--- src/rtl/counter_pkg.sv ---
// counter_pkg: command opcodes and sequencer state encoding shared by the counter sequencer.
package counter_pkg;
    localparam logic [1:0] OP_STOP     = 2'b00;
    localparam logic [1:0] OP_ONESHOT  = 2'b01;
    localparam logic [1:0] OP_PERIODIC = 2'b10;
    localparam logic [1:0] OP_PAUSE    = 2'b11;
    typedef enum logic [1:0] {IDLE, RUN, PAUSE, DONE} state_t;
endpackage

--- src/rtl/counter_core.sv ---
// counter_core: WIDTH-bit up-counter; clear wins over enable.
module counter_core #(
    parameter int WIDTH = 4
) (
    input  logic             clk,
    input  logic             reset,
    input  logic             en,
    input  logic             clr,
    output logic [WIDTH-1:0] count
);
    always_ff @(posedge clk or negedge reset)
        if (!reset) count <= '0;
        else if (clr) count <= '0;
        else if (en) count <= count + WIDTH'(1);
endmodule

--- src/rtl/counter_sequencer.sv ---
// counter_sequencer: command-driven one-shot/periodic sequencer around counter_core
// with terminal-count pulse, done level and saturating wrap count.
module counter_sequencer
    import counter_pkg::*;
#(
    parameter int WIDTH  = 4,
    parameter int WRAP_W = 8
) (
    input  logic              clk,
    input  logic              reset,
    input  logic              cmd_valid,
    output logic              cmd_ready,
    input  logic [1:0]        cmd_op,
    input  logic [WIDTH-1:0]  cmd_limit,
    output logic [WIDTH-1:0]  count,
    output logic              busy,
    output logic              done,
    output logic              tc_pulse,
    output logic [WRAP_W-1:0] wraps
);
    state_t            state, state_n;
    logic [WIDTH-1:0]  limit_r;
    logic              periodic, clr, en, load, term, acc, start;

    counter_core #(.WIDTH(WIDTH)) u_core (
        .clk(clk), .reset(reset), .en(en), .clr(clr), .count(count)
    );

    assign term      = state == RUN && count == limit_r;
    assign cmd_ready = !term;
    assign acc       = cmd_valid && cmd_ready;
    assign start     = cmd_op == OP_ONESHOT || cmd_op == OP_PERIODIC;
    assign busy      = state == RUN || state == PAUSE;
    assign done      = state == DONE;

    // Terminal cycle outranks commands; cmd_ready is low then so none can be accepted.
    always_comb begin
        state_n = state;
        clr     = 1'b0;
        en      = 1'b0;
        load    = 1'b0;
        if (term) begin
            state_n = periodic ? RUN : DONE;
            clr     = periodic;
        end else if (acc && start) begin
            state_n = RUN;
            clr     = 1'b1;
            load    = 1'b1;
        end else if (acc && cmd_op == OP_STOP && state != IDLE) begin
            state_n = IDLE;
            clr     = 1'b1;
        end else if (acc && cmd_op == OP_PAUSE && busy) begin
            state_n = state == RUN ? PAUSE : RUN;
        end else begin
            en = state == RUN;
        end
    end

    always_ff @(posedge clk or negedge reset)
        if (!reset) begin
            state    <= IDLE;
            limit_r  <= '0;
            periodic <= 1'b0;
            tc_pulse <= 1'b0;
            wraps    <= '0;
        end else begin
            state    <= state_n;
            tc_pulse <= term;
            if (load) begin
                limit_r  <= cmd_limit;
                periodic <= cmd_op == OP_PERIODIC;
            end
            wraps <= load ? '0 : (term && periodic && wraps != '1) ? wraps + WRAP_W'(1) : wraps;
        end
endmodule

--- config.mk ---
export PLATFORM = sky130hd
export DESIGN_NAME = counter_sequencer
export DESIGN_NICKNAME = d
export VERILOG_FILES = /design/src/rtl/counter_pkg.sv /design/src/rtl/counter_core.sv /design/src/rtl/counter_sequencer.sv
export SDC_FILE = /design/constraint.sdc
export NUM_CORES = 1
export LEC_CHECK = 0
export ABC_AREA = 0
export BUFFER_PORTS_ARGS = -buffer_cell sky130_fd_sc_hd__buf_2
export CORE_AREA = 8 8 60 62
export CTS_CLUSTER_SIZE = 20
export DETAILED_ROUTE_END_ITERATION = 7
export DIE_AREA = 0 0 68 70
export PLACE_DENSITY = 0.66
export SLEW_MARGIN = 40
export SYNTH_ARGS = -nofsm -noshare
export SYNTH_HDL_FRONTEND = slang
export SYNTH_HIERARCHICAL = 1
export SYNTH_SLANG_ARGS = --single-unit
--- constraint.sdc ---
create_clock -name clk -period 5 [get_ports clk]
set_input_delay 1 -clock clk [delete_from_list [all_inputs] [get_ports clk]]
set_output_delay 1 -clock clk [all_outputs]
set_load 0.03 [all_outputs]
==> flow_metrics.env, run 1 <==
export IMPL_status="finished, final reports clean"
export IMPL_syn_inst=103
export IMPL_r2r_setup_slack_ps=2720
export IMPL_rows=19
export IMPL_ys_ff_latch=20
export IMPL_grt_pass1_vias=892
export IMPL_fin_skew_ps=5.86
export IMPL_antenna_found_initial=0
export IMPL_power_frac_seq_pct=41.7
export IMPL_start_util_pct=43.2
export IMPL_dp_cells=156
export IMPL_synth_warnings=6
export IMPL_layout_setup_ws_ps=2390
export IMPL_die_y_um=70
export IMPL_hpwlAfterDp_um=1770
export IMPL_fin_area_sq_um=1310
export IMPL_p_clk_share_pct=14.0
export IMPL_start_kind="flop"
export IMPL_fin_nets=147
export IMPL_critPathKind="reg2out"
export IMPL_path_buf_inv=1
export IMPL_worstPathRequired_ps=4000
export IMPL_setup_viol=0
export IMPL_path_clk_slew_ps=110
export IMPL_drt_wl_total_um=2310
export IMPL_dpl_cell_area_sq_um=1280
export IMPL_cap_violations=0
export IMPL_relSlewSlack_pct=64.9
export IMPL_clk_path_buf_depth=2
export IMPL_hold_buffers=0
export IMPL_power_switching_uw=230
export IMPL_overflow=0
export IMPL_cp_top_family="flip-flops"
export IMPL_cpPeakStageDelay_ps=470
export IMPL_pwr_share_comb_pct=44.3
export IMPL_hold_class="reg2reg"
export IMPL_period_share_pct=52.2
export IMPL_drc=0
export IMPL_drv_slew=0
export IMPL_timing_fmax_ghz=0.383
export IMPL_p_leak_nw=0.687
export IMPL_die_w_um=68
export IMPL_cp_arrival_ps=1610
export IMPL_path_cells="xor2_1 > nor3_4 > nand3_4 > buf_2"
export IMPL_cts_setup_buffers=0
export IMPL_multi_input_area_sq_um=606
export IMPL_fill_cells=268
export IMPL_peakVddDrop_uv=285
export IMPL_dieArea_sq_um=4760
export IMPL_clockRootBuffer="clkbuf_4"
export IMPL_clk_latency_ps=300
export IMPL_min_period_ps=2610
export IMPL_synth_cell_types=32
export IMPL_synthesis_nets=120
export IMPL_ant_nets=0
export IMPL_place_ws_ps=2110
export IMPL_hold_viol=0
export IMPL_grt_max_degree=21
export IMPL_cts_tree="built"
export IMPL_sw_frac_of_total_pct=42.5
export IMPL_rsz0062_at_grt="no"
export IMPL_final_common_cell="buf_2"
export IMPL_mostFrequentLayoutCells="24 x buf_2, 20 x dfrtp_1, 8 x ha_1, 6 x nand2_1"
export IMPL_cts_made_buffers=3
export IMPL_cts_resized=0
export IMPL_final_seq_area_sq_um=500
export IMPL_p_int_uw=312
export IMPL_firstDrtPassIters=4
export IMPL_via_per_inst=5.18
export IMPL_final_util_pct=49.1
export IMPL_drive_above_1_share_pct=29.7
export IMPL_clkSinkCount=20
export IMPL_gp_congestion=0.865
export IMPL_n_antenna_cell=0
export IMPL_layout_cells_non_filler=159
export IMPL_numPortBuffers=24
export IMPL_worstMarginPinSlew_ps=522
export IMPL_slowest_stage="dfrtp_1"
export IMPL_grt_usage_pct=10.6
export IMPL_area_delta_synth_final_pct=13.5
export IMPL_crit_fanout=7
export IMPL_timing_setup_tns_ps=0
export IMPL_grt_first_pass_wirelength_um=4060
export IMPL_ioPinCount=25
export IMPL_netlist_area_sq_um=1150
export IMPL_yosysTopAreaCell="dfrtp_1"
export IMPL_yosys_area_top_type_share_pct=43.5
export IMPL_cts_max_level=1
export IMPL_dr_total_vias=824
export IMPL_endpoint_kind="primary output"
export IMPL_powerDensity_nw_per_um2=415
export IMPL_drt_iter0_markers=36
export IMPL_core_area_sq_um=2660
export IMPL_ys_top_cells_by_area="dfrtp_1 43%, ha_1 8.7%, mux2_2 3.9%"
export IMPL_synth_avg_cell_area_sq_um=11.2
export IMPL_ys_seq_area_share_pct=43.5
export IMPL_routedWlPerCell_um=14.5
## state kept, by name, indices dropped and copies added (netlist names)
name and cells:
limit_r 4, u_core/count 4, tc_pulse 1, wraps 8, periodic 1, state 2
## cell families after synthesis
family	count (synthesis)	share of synthesized area, %
simple gates	35	18.9
flops	20	43.5
compound gates	14	7.72
mux	10	10.4
xor+xnor	9	6.85
fa+ha+maj	8	8.70
buf+inv	7	3.91
## power groups by stage
stage | registers [mW] | logic [mW] | clock network, mW
2_1_floorplan | 0.245 | 0.172 | 0
3_3_place_gp | 0.227 | 0.235 | 0
3_5_place_dp | 0.230 | 0.240 | 0
4_1_cts | 0.226 | 0.242 | 0.0784
5_1_grt | 0.232 | 0.263 | 0.0825
6_report | 0.226 | 0.240 | 0.0761
## final cells by class
| type | instances | area share (%) |
|---|---|---|
| Inverter | 5 | 1.44 |
| Multi-Input combinational cell | 76 | 46.4 |
| Sequential cell | 20 | 38.3 |
| Tap cell | 31 | 2.97 |
| Timing Repair Buffer | 24 | 9.20 |
| Clock buffer | 3 | 1.72 |
## routing by layer
| layer | vias to the layer above | part of all wire (%) | GRT usage, % |
|---|---|---|---|
| met2 | 12 | 51 | 17.7 |
| met5 | - | 0 | 0 |
| met3 | 2 | 4.2 | 2.55 |
| met4 | 0 | 0.69 | 4.10 |
| met1 | 400 | 44 | 12.5 |
| li1 | 410 | - | - |
## final timing paths
path / start / to / cells after the start
min: wraps[6] / wraps[6] / 1
min in group asynchronous: reset / wraps[5] / 1
max reg2reg: state[1] / u_core/count[3] / 7
min reg2reg: wraps[6] / wraps[6] / 1
max in group asynchronous: reset / limit_r[3] / 1
max: u_core/count[0] / cmd_ready / 4
## stage by stage
stage	total power [mW]	hold slack [ps]
global placement	0.462	494
finish	0.542	512
floorplan	0.416	496
detailed placement	0.470	507
CTS	0.547	524
global route	0.578	560
## cells in the mapped netlist
cell      number
o22ai_1        1
mux2i_1        3
mux2_2         4
o2111a_1       1
and3_4         1
or3_1          2
o21ai_0        4
nand3_4        1
dfrtp_1       20
nor2_1         5
xor2_1         4
nor2b_1        4
nand2_1        6
buf_6          1
and2b_1        1
nand3b_1       1
a21bo_2        1
mux2_4         3
and3_1         4
o31ai_1        1
nand3_1        5
a31oi_1        1
a21oi_1        4
nand4_1        2
xnor2_1        5
inv_1          5
and4b_1        1
ha_1           8
a211oi_1       1
nor3_4         1
buf_8          1
and2_0         1
## worst register-to-register path: stages, from the launching register on
cell and delay, ps:
dfrtp_1 420, inv_1 90, ha_1 290, and2_0 150, o31ai_1 410, and3_1 350, nand4_1 150, mux2_4 310
(Power assumes the default switching activity.)
==> run 2: changes to the inputs <==
--- a/config.mk
+++ b/config.mk
@@ -5,13 +5,13 @@
 export SDC_FILE = /design/constraint.sdc
 export NUM_CORES = 1
 export LEC_CHECK = 0
-export ABC_AREA = 0
+export ABC_AREA = 1
 export BUFFER_PORTS_ARGS = -buffer_cell sky130_fd_sc_hd__buf_2
-export CORE_AREA = 8 8 60 62
+export CORE_AREA = 8 8 63 65
 export CTS_CLUSTER_SIZE = 20
 export DETAILED_ROUTE_END_ITERATION = 7
-export DIE_AREA = 0 0 68 70
-export PLACE_DENSITY = 0.66
+export DIE_AREA = 0 0 71 73
+export PLACE_DENSITY = 0.67
 export SLEW_MARGIN = 40
 export SYNTH_ARGS = -nofsm -noshare
 export SYNTH_HDL_FRONTEND = slang
==> constraint.sdc (replaced) <==
create_clock -name clk -period 2.4 [get_ports clk]
set_input_delay 0.48 -clock clk [delete_from_list [all_inputs] [get_ports clk]]
set_output_delay 0.48 -clock clk [all_outputs]
set_load 0.03 [all_outputs]
==> run 2 against run 1 <==
Compared with the run above: critical path depth rose by 9; wire length increased by 10%; sequential share of layout area shrank 4.1 points; hold slack got worse by 400 ps; largest cell class unchanged; via count rose by 27%; non-clock buffer count is the same; clock-buffer cell count is the same.
==> flow_metrics.env, run 2 <==
export IMPL_status="finished, final reports clean"
export IMPL_firstDrtPassIters=4
export IMPL_synth_edf_count=0
export IMPL_mostFrequentLayoutCells="32 x nand2_1, 25 x inv_1, 24 x buf_2, 20 x dfrtp_1, 13 x nand3_1"
export IMPL_dr_total_vias=1044
export IMPL_layout_cells_non_filler=214
export IMPL_cp_arrival_ps=2260
export IMPL_drt_wl_total_um=2550
export IMPL_numPortBuffers=24
export IMPL_ys_seq_area_share_pct=39.4
export IMPL_setup_viol=0
export IMPL_yosysTopAreaCell="dfrtp_1"
export IMPL_area_delta_synth_final_pct=15.4
export IMPL_yosys_area_top_type_share_pct=39.4
export IMPL_netlist_area_sq_um=1270
export IMPL_rsz0062_at_grt="no"
export IMPL_cts_made_buffers=3
export IMPL_period_share_pct=85.4
export IMPL_grt_busiest_layer="met2"
export IMPL_p_leak_nw=0.833
export IMPL_timing_fmax_ghz=0.488
export IMPL_n_antenna_cell=0
export IMPL_critPathKind="reg2reg"
export IMPL_cts_max_level=1
export IMPL_ys_ff_latch=20
export IMPL_path_cells="inv_1 > ha_1 > nand2_1 > nor2_2 > nand3_4 > nand3b_1 > nand3_2 > nor2_1 > nor2_2 > nor2_4 > nand3_1 > nand2_1 > nor2_1"
export IMPL_worstMarginPinSlew_ps=469
export IMPL_clk_latency_ps=300
export IMPL_clockRootBuffer="clkbuf_4"
export IMPL_top_regs="wraps: 8 flops, limit_r: 4 flops, u_core/count: 4 flops"
export IMPL_cts_tree="built"
export IMPL_grt_max_degree=21
export IMPL_largest_reg_flops=8
export IMPL_cts_resized=0
export IMPL_final_seq_area_sq_um=500
export IMPL_drc=0
export IMPL_multi_input_area_sq_um=633
export IMPL_crit_fanout=7
export IMPL_fin_skew_ps=8.54
export IMPL_timing_setup_tns_ps=0
export IMPL_via_per_inst=4.88
export IMPL_overflow=0
export IMPL_hpwlAfterDp_um=1980
export IMPL_ys_top_cells_by_area="dfrtp_1 39%, nand2_1 9.5%, ha_1 7.9%"
export IMPL_clk_path_buf_depth=2
export IMPL_slowest_stage="dfrtp_1"
export IMPL_synth_cell_types=26
export IMPL_core_area_sq_um=2950
export IMPL_path_clk_slew_ps=130
export IMPL_antenna_found_initial=0
export IMPL_die_w_um=71
export IMPL_yosysMostFrequentCell="nand2_1"
export IMPL_synth_avg_cell_area_sq_um=8.19
export IMPL_die_y_um=73
export IMPL_cpPeakStageDelay_ps=430
export IMPL_min_period_ps=2050
export IMPL_synthesis_nets=172
export IMPL_peakVddDrop_uv=339
export IMPL_p_total_mw=1.34
export IMPL_synth_common_cells="32 x nand2_1, 25 x inv_1, 20 x dfrtp_1"
export IMPL_powerDensity_nw_per_um2=914
export IMPL_dieArea_sq_um=5180
export IMPL_grt_pass1_vias=1056
export IMPL_place_ws_ps=333
export IMPL_cp_top_family="simple AND/OR/NAND/NOR gates"
export IMPL_drt_iter0_markers=26
export IMPL_grt_usage_pct=10.7
export IMPL_hold_buffers=0
export IMPL_syn_inst=155
export IMPL_routedWlPerCell_um=11.9
export IMPL_start_util_pct=43.0
export IMPL_synth_warnings=6
export IMPL_gp_congestion=0.829
export IMPL_relSlewSlack_pct=68.7
export IMPL_hold_viol=0
export IMPL_final_util_pct=49.6
export IMPL_gr_usage_met1_pct=12.1
export IMPL_layout_setup_ws_ps=352
export IMPL_cts_setup_buffers=0
export IMPL_hold_class="in2async"
export IMPL_dp_cells=210
export IMPL_path_buf_inv=1
export IMPL_rows=20
export IMPL_start_kind="flop"
export IMPL_grt_first_pass_wirelength_um=4570
export IMPL_synth_flop_cell="dfrtp_1"
export IMPL_fin_nets=199
export IMPL_worstPathRequired_ps=2610
export IMPL_clkSinkCount=20
export IMPL_fill_cells=309
export IMPL_met3_usage_pct=2.34
export IMPL_ioPinCount=25
export IMPL_final_common_cell="nand2_1"
export IMPL_regMostFlops="wraps"
export IMPL_endpoint_kind="flop"
export IMPL_async_flop_share_pct=100
export IMPL_drv_slew=0
export IMPL_ant_nets=0
export IMPL_gr_usage_met2_pct=19.2
export IMPL_drive_above_1_share_pct=27.6
export IMPL_cap_violations=0
run 2: changes by cell type in the layout (fill, tap and decap cells not counted), sizes merged, moves of 5 or more:
cell / change
nand2: +28
and3: -5
mux2: -7
nand3: +10
inv: +24
o21ai: +5
nor2: +11
run 2: metal layers:
metal | vias to the layer above | wire length, um
li1 | 534 | -
met1 | 490 | 1200
met2 | 16 | 1240
met3 | 4 | 93
met4 | 0 | 19
met5 | - | 0
run 2: logic make-up (layout without fill, tap and decap cells):
group	after synthesis	after routing	share of synthesized area (%)
simple gates	73	73	29.8
buf+inv	32	58	10.7
flops	20	20	39.4
compound gates	15	15	7.40
fa+ha+maj	8	8	7.89
xor+xnor	7	7	4.83
run 2: final timing paths:
check,cells past startpoint,start,endpoint,slack [ps]
worst max-delay path,13,state[1],u_core/count[3],350
worst min-delay path,1,reset,wraps[5],110
worst max register to register,13,state[1],u_core/count[3],350
worst min register to register,2,limit_r[2],limit_r[2],530
max in group asynchronous,1,reset,limit_r[2],1970
min in group clk,3,cmd_limit[3],limit_r[3],400
run 2: power by group:
| group | switching [mW] | internal [mW] | total (mW) |
|---|---|---|---|
| clock | 0.112 | 0.169 | 0.281 |
| combinational | 0.395 | 0.184 | 0.579 |
| sequential | 0.0733 | 0.405 | 0.479 |
| total | 0.581 | 0.758 | 1.34 |
run 2: cell type report:
cell class              count  area share, %
clock inverters             1           2.05
inverters                  30           7.95
repair buffers             24           8.21
well taps                  33           2.82
flip-flops and latches     20           34.2
multi-input cells         103           43.2
clock buffers               3           1.54
run 2: through the flow:
step                cell area [sq um]  hold slack, ps
finish                           1460             110
global route                     1460             126
CTS                              1460             116
detailed placement               1410             464
global placement                 1410             462
floorplan                        1270             184
